`config.mk`:
```
export PLATFORM = sky130hd
export DESIGN_NAME = nbit_serial_adder
export DESIGN_NICKNAME = d
export VERILOG_FILES = /design/src/rtl/nbit_serial_adder.sv
export SDC_FILE = /design/constraint.sdc
export NUM_CORES = 1
export LEC_CHECK = 0
export CAP_MARGIN = 20
export CORE_ASPECT_RATIO = 1.1
export CORE_UTILIZATION = 29
export CTS_BUF_LIST = sky130_fd_sc_hd__clkbuf_8 sky130_fd_sc_hd__clkbuf_16
export DETAILED_ROUTE_END_ITERATION = 12
export GPL_TIMING_DRIVEN = 0
export HOLD_SLACK_MARGIN = 0.08
export MAX_ROUTING_LAYER = met4
export PLACE_DENSITY = 0.57
export SYNTH_ARGS = -nofsm -noshare
export SYNTH_HDL_FRONTEND = slang
export SYNTH_SLANG_ARGS = --single-unit
```
`constraint.sdc`:
```
create_clock -name clk -period 3.2 [get_ports clk]
set_input_delay 0.96 -clock clk [delete_from_list [all_inputs] [get_ports clk]]
set_output_delay 0.96 -clock clk [all_outputs]
set_load 0.01 [all_outputs]
```
`src/rtl/nbit_serial_adder.sv`:
```
// Bit-serial N-bit adder: one full-adder slice plus a carry flip-flop, one bit per clock.
// Start/busy/done handshake; result and Z/N/C/V flags are registered on completion.
module nbit_serial_adder #(
   parameter int unsigned N = 4
) (
   input  logic         clk,
   input  logic         rst,
   input  logic         start,
   input  logic [N-1:0] a,
   input  logic [N-1:0] b,
   output logic         busy,
   output logic         done,
   output logic [N-1:0] result,
   output logic [3:0]   flags
);

   localparam int unsigned CntW = $clog2(N);
   localparam logic [CntW-1:0] CntLast = CntW'(N - 1);

   typedef enum logic [1:0] {StIdle, StAdd, StDone} state_e;

   state_e          state_q, state_d;
   logic [N-1:0]    a_q, a_d;
   logic [N-1:0]    b_q, b_d;
   logic [N-1:0]    sum_q, sum_d;
   logic            carry_q, carry_d;
   logic [CntW-1:0] cnt_q, cnt_d;
   logic [N-1:0]    result_q, result_d;
   logic [3:0]      flags_q, flags_d;

   logic            sum_bit;
   logic            carry_out;
   logic [N-1:0]    sum_next;

   always_comb begin
      sum_bit   = a_q[0] ^ b_q[0] ^ carry_q;
      carry_out = (a_q[0] & b_q[0]) | (carry_q & (a_q[0] ^ b_q[0]));
      sum_next  = {sum_bit, sum_q[N-1:1]};

      state_d  = state_q;
      a_d      = a_q;
      b_d      = b_q;
      sum_d    = sum_q;
      carry_d  = carry_q;
      cnt_d    = cnt_q;
      result_d = result_q;
      flags_d  = flags_q;

      unique case (state_q)
         StIdle: begin
            if (start) begin
               a_d     = a;
               b_d     = b;
               sum_d   = '0;
               carry_d = 1'b0;
               cnt_d   = '0;
               state_d = StAdd;
            end
         end
         StAdd: begin
            a_d     = a_q >> 1;
            b_d     = b_q >> 1;
            sum_d   = sum_next;
            carry_d = carry_out;
            cnt_d   = cnt_q + 1'b1;
            if (cnt_q == CntLast) begin
               result_d = sum_next;
               // Overflow: carry into the sign bit differs from carry out of it.
               flags_d  = {carry_q ^ carry_out, carry_out, sum_bit, (sum_next == '0)};
               state_d  = StDone;
            end
         end
         StDone: begin
            state_d = StIdle;
         end
         default: begin
            state_d = StIdle;
         end
      endcase
   end

   always_ff @(posedge clk) begin
      if (rst) begin
         state_q  <= StIdle;
         a_q      <= '0;
         b_q      <= '0;
         sum_q    <= '0;
         carry_q  <= 1'b0;
         cnt_q    <= '0;
         result_q <= '0;
         flags_q  <= 4'b0000;
      end else begin
         state_q  <= state_d;
         a_q      <= a_d;
         b_q      <= b_d;
         sum_q    <= sum_d;
         carry_q  <= carry_d;
         cnt_q    <= cnt_d;
         result_q <= result_d;
         flags_q  <= flags_d;
      end
   end

   assign busy   = (state_q == StAdd);
   assign done   = (state_q == StDone);
   assign result = result_q;
   assign flags  = flags_q;

endmodule

```
==> qor.txt, run 1 <==
Total GRT Usage: 11.6%
Io pins: 21
Seq cells post-synth: 23
DRT iter0 DRCs: 27
Pwr/cell area: 442 nW/µm²
Sw power: 0.135 mW
Worst slew margin: 68.0%
Post-DRT Antenna Nets: 0
Hold buffers post-CTS: 0
Post-CTS setup buffers: 0
H-tree Lvls: 1
WP buf/inv: 3
Detailed-placement wirelength estimate: 1380 µm
Die ar.: 3590 µm²
DR vias/cell: 4.88
Endpoint type of the worst setup path: output port
Syn Inst Count: 103
Worst path slowest cell: clkdlybuf4s50_1
Post-synthesis cell type count: 28
Clk sinks: 23
Sw frac: 24.3%
Routed vias: 785
Number of port buffers: 20
Fin. Hold Viols: 0
Total power: 0.558 mW
Final WL: 1880 µm
Row cnt: 21
Setup total negative slack: 0 ns
Clk network pwr share: 32.4%
EDFF count, synth: 0
Crit Path Class: flop to output port
DR pass1 iterations: 8
Achievable Freq: 0.393 GHz
Die Y: 62.7 µm
Core area: 3130 µm²
PostCTS Resize Cnt: 0
Data required, critical path: 2.24 ns
# fillers: 331
Starting Density: 31.1%
Clock buffer depth: 2
Combinational share of power: 12.8%
Routability-driven placement congestion ratio: 0.686
P_int: 0.422 mW
Leak: 0.461 nW
Chip width: 57.2 µm
Seq/Total Area, Yosys: 47.4%
Syn avg cell area: 9.44 µm²
Cells along the critical path: buf_6 > nand2b_1 > inv_2 > clkdlybuf4s50_1
Ys flop type: dfxtp_1
Least-Margin Pin Slew: 0.480 ns
Nets: 141
Peak supply drop: 0.277 mV
Ys Warns: 0
Area grow syn2layout: 29.7%
Vias in the first global route: 715
Pin count of the biggest net entering global routing: 14
Cts bufs inserted: 3
Final critical-path share of the clock period: 79.5%
Multi-input logic area: 447 µm²
Syn nets: 116
Ant diodes: 0
Synth Cell Area: 972 µm²
Failing checks: DRC
CP max stage delay: 0.54 ns
Min Clock Period, post-route: 2.54 ns
Sequential power share: 54.8%
Crit path max fanout: 10
Unrepaired setup endpoints after global routing: false
Drt drc: 2
Share of cells above drive strength 1: 9.45%
Avg WL per Cell: 11.7 µm
First-pass GRT wire length: 3150 µm
Max Cap Viol: 0
Status: complete, but fails checks
Clk_skew: 0.00577 ns
Final setup fails: 0
CTS tree: done
Cell Area, Placed: 1210 µm²
FF+latch area: 460 µm²
Critical path arrival: 1.58 ns
Crit path launch type: flop
Clock slew at reported path FFs: 0.08 ns
Insertion delay to the later sink of the worst-skew pair: 0.26 ns
CP delay by family, top: buffers and inverters
Worst hold path type: flop to flop
Max-slew violations: 0
Ys async rst share: 0%
GRT overflow: 0
Cell area after layout: 1260 µm²
Root buffer cell: clkbuf_8
Initial antenna violation count: 0
==> layout make-up <==
class	instances	share of cell area, %
inverter	5	1.49
buffer	7	3.67
clock inverter	1	0.397
sequential	23	36.5
clock buffer	3	3.27
timing repair buffer	20	15.9
multi-input combinational	68	35.4
tap	34	3.37
==> cells in the mapped netlist (2+ instances only) <==
library cell / n / area (µm²)
a211oi_1: 7 / 52.6
a21oi_1: 5 / 25.0
a22oi_1: 5 / 37.5
a2bb2oi_1: 2 / 17.5
buf_4: 3 / 22.5
clkbuf_1: 2 / 7.51
dfxtp_1: 23 / 460
inv_1: 4 / 15.0
mux2i_1: 5 / 50.1
nand2_1: 10 / 37.5
nor2_1: 16 / 60.1
nor3b_1: 3 / 22.5
nor4b_1: 3 / 26.3
==> per-stage QoR <==
step / hold WS (ns) / worst slack, ns / utilization [%] / cells
6_report: 0.457 / 0.657 / 40.3 / 161
5_1_grt: 0.479 / 0.588 / 40.3 / 161
4_1_cts: 0.458 / 0.640 / 40.3 / 161
3_5_place_dp: 0.446 / 0.941 / 38.9 / 157
3_3_place_gp: 0.442 / 0.944 / 38.9 / 157
2_1_floorplan: 0.444 / 1.53 / - / 103
==> placed cells by master (no fill, tap or decap), drive strengths merged <==
master and instances:
clkinv 1, ha 1, clkbuf 5, a211oi 7, inv 5, a2bb2oi 2
dfxtp 23, clkdlybuf4s50 20, nand2b 1, nor2b 1, nor4b 3, and3b 1
o21bai 1, nor3 1, fa 1, nand2 10, a2111oi 1, nand3b 1
a21oi 5, nor3b 3, buf 5, xnor2 1, a22oi 5, nor4 1
nor2 16, o21ba 1, mux2i 5
==> state kept, by name (all words and copies together) (netlist names) <==
signal,count
b_q,4
sum_q,3
flags,4
state_q,2
carry_q,1
result,3
cnt_q,2
a_q,4
==> worst register-to-register path: cells and delay by family, from the launching register on <==
kind	cells	cell delay, ns
buffers and inverters	1	0.07
adder cells (fa/ha/maj)	1	0.59
AND/OR/NAND/NOR	2	0.34
AO/OA/AOI/OAI	1	0.13
flip-flops	1	0.31
==> cell families (layout without fill, tap and decap cells) <==
logic type                 Yosys count  count (layout)  synth area share (%)
buffers and inverters               12              36                  6.69
DFF                                 23              23                  47.4
and+or+nand+nor                     38              38                  19.2
AOI/OAI and AO/OA                   22              22                  17.4
muxes                                5               5                  5.15
xor gates and xnor gates             1               1                 0.901
adders and majority gates            2               2                  3.35
==> metal layers <==
layer / vias to the layer above / GRT usage, % / routed length (µm)
li1: 405 / - / -
met4: 0 / 1.83 / 8
met5: - / - / 0
met3: 2 / 3.73 / 111
met2: 24 / 19.6 / 882
met1: 354 / 13.8 / 880
==> power groups by stage <==
stage               logic (mW)  registers, mW  clock network, mW
global route            0.0790          0.308              0.197
finish                  0.0712          0.306              0.181
global placement        0.0710          0.312                  0
detailed placement      0.0722          0.313                  0
floorplan               0.0459          0.311                  0
CTS                     0.0726          0.306              0.184
==> worst paths after layout <==
| check | slack, ns | startpoint | depth (start not counted) | endpoint |
|---|---|---|---|---|
| worst max-delay path | 0.66 | state_q[1] | 4 | busy |
| worst max register to register | 1.69 | a_q[0] | 5 | flags[0] |
| worst min-delay path | 0.46 | flags[3] | 2 | flags[3] |
| worst min register to register | 0.46 | flags[3] | 2 | flags[3] |
No activity file was read; power rests on OpenSTA's default activity.
==> inputs of run 2 (changes only) <==
- PLACE_DENSITY: 0.57 -> 0.58
- clock period: 3.2 -> 2.25 ns (I/O delays scaled with it)
==> run 2 against run 1 <==
The run still ends with DRC left. Global-route usage is 1.5 points higher. Worst setup slack worse by 0.41 ns. Total power grew 41%. Design area is essentially flat. Register-to-register slack worse by 0.95 ns. Count of clock-buffer cells in the layout unchanged. Die area stayed put. Flip-flop and latch count did not move.
==> qor.txt, run 2 (synthesis results as in run 1) <==
Worst hold path type: flop to flop
Max-slew violations: 0
Share of cells above drive strength 1: 9.45%
Worst path slowest cell: dfxtp_1
Final setup fails: 0
Post-placement cell count: 157
Cells along the critical path: buf_6 > nand2b_1 > inv_2 > dlygate4sd2_1
Clk_skew: 0.000990 ns
Combinational share of power: 12.9%
Data required, critical path: 1.57 ns
Number of port buffers: 20
Leak: 0.483 nW
Worst setup margin: 0.245 ns
Critical path origin: state_q[1]
Crit path max fanout: 10
CTS tree: done
Die Y: 62.7 µm
Least-Margin Pin Slew: 0.495 ns
Crit Path Class: flop to output port
Ant diodes: 0
Post-place setup slack: 0.274 ns
Max Cap Viol: 0
CP max stage delay: 0.33 ns
DRT iter0 DRCs: 18
Routed vias: 789
Die ar.: 3590 µm²
Nets: 141
Commonest non-fill, non-tap cell in the layout: dfxtp_1
Failing checks: DRC
Core area: 3130 µm²
Hold slack: 0.452 ns
# fillers: 317
Setup total negative slack: 0 ns
Clock buffer depth: 2
Critical path arrival: 1.33 ns
Hold_sp: flags[3]
Avg WL per Cell: 12.1 µm
Detailed-placement wirelength estimate: 1430 µm
Min Clock Period, post-route: 2.01 ns
Pwr/cell area: 623 nW/µm²
Row cnt: 21
Layout Cells excl Fill: 161
Worst slew margin: 67.0%
Worst reg2reg path startpoint: a_q[0]
Cts bufs inserted: 3
H-tree Lvls: 1
Status: complete, but fails checks
Final WL: 1950 µm
Peak supply drop: 0.472 mV
Fin. Hold Viols: 0
Clk sinks: 23
DR pass1 iterations: 10
Routability-driven placement congestion ratio: 0.742
First-pass GRT wire length: 3590 µm
Crit path launch type: flop
Achievable Freq: 0.499 GHz
Clk network pwr share: 31.8%
Pin count of the biggest net entering global routing: 14
Initial antenna violation count: 0
DR vias/cell: 4.90
Drt drc: 2
Clock slew at reported path FFs: 0.08 ns
Sequential power share: 55.3%
Sw power: 0.187 mW
P_int: 0.600 mW
Vias in the first global route: 845
Total GRT Usage: 13.2%
Unrepaired setup endpoints after global routing: false
Starting Density: 31.1%
Final critical-path share of the clock period: 89.1%
Sw frac: 23.8%
Commonest cells after routing, fill and taps aside: 23 x dfxtp_1, 18 x clkdlybuf4s50_1, 16 x nor2_1, 10 x nand2_1, 7 x a211oi_1
Area grow syn2layout: 29.9%
Insertion delay to the later sink of the worst-skew pair: 0.26 ns
Root buffer cell: clkbuf_8
Io pins: 21
GRT overflow: 0
Chip width: 57.2 µm
Endpoint type of the worst setup path: output port
Post-DRT Antenna Nets: 0
==> run 2: cell types whose count changed in the layout (fill, tap and decap cells not counted), sizes merged <==
cell | previous run | this run
clkdlybuf4s50 | 20 | 18
dlygate4sd2 | 0 | 1
dlymetal6s2s | 0 | 1
==> run 2: repair_timing <==
| action | CTS | global route |
|---|---|---|
| cloned | 0 | 0 |
| hold endpoints to repair | 0 | 0 |
| setup buffers | 0 | 0 |
| setup endpoints to repair | 1 | 1 |
| hold buffers | 0 | 0 |
| resized for setup | 1 | 1 |
==> run 2: worst max-delay path: cells and delay by family (launching register included) <==
family	cells	cell delay (ns)
AND/OR/NAND/NOR	1	0.19
buffers and inverters	3	0.55
flip-flops	1	0.33
==> run 2: power groups by stage <==
stage | sequential, mW | combinational, mW | clock (mW)
detailed placement | 0.444 | 0.103 | 0
global placement | 0.444 | 0.100 | 0
floorplan | 0.442 | 0.0653 | 0
global route | 0.438 | 0.115 | 0.280
finish | 0.435 | 0.102 | 0.250
CTS | 0.435 | 0.103 | 0.260
==> run 2: final timing paths <==
| kind | to | slack (ns) | depth (start not counted) |
|---|---|---|---|
| max | busy | 0.24 | 4 |
| min | flags[3] | 0.45 | 2 |
| max reg2reg | flags[0] | 0.74 | 5 |
| min reg2reg | flags[3] | 0.45 | 2 |
==> run 2: metal layers <==
layer	share of wire (%)	vias up	global-route usage, %
met4	0.62	0	1.83
li1	-	405	-
met3	3.6	2	4.35
met5	0	-	-
met1	47	365	14.4
met2	49	17	23.5
==> run 2: metrics by stage <==
stage | power (mW) | utilization [%] | cell area [µm²]
global placement | 0.544 | 38.9 | 1210
floorplan | 0.507 | - | 972
finish | 0.787 | 40.4 | 1260
global route | 0.832 | 40.4 | 1260
detailed placement | 0.547 | 38.9 | 1210
CTS | 0.798 | 40.3 | 1260
==> run 2: final cells by class <==
cell class	instances	area, µm²	area share [%]
plain buffers	7	46.3	3.67
clock buffers	3	41.3	3.27
clock inverters	1	5.00	0.396
inverters	5	18.8	1.49
multi-input cells	68	447	35.4
flip-flops and latches	23	460	36.5
well taps	34	42.5	3.37
repair buffers	20	201	16.0
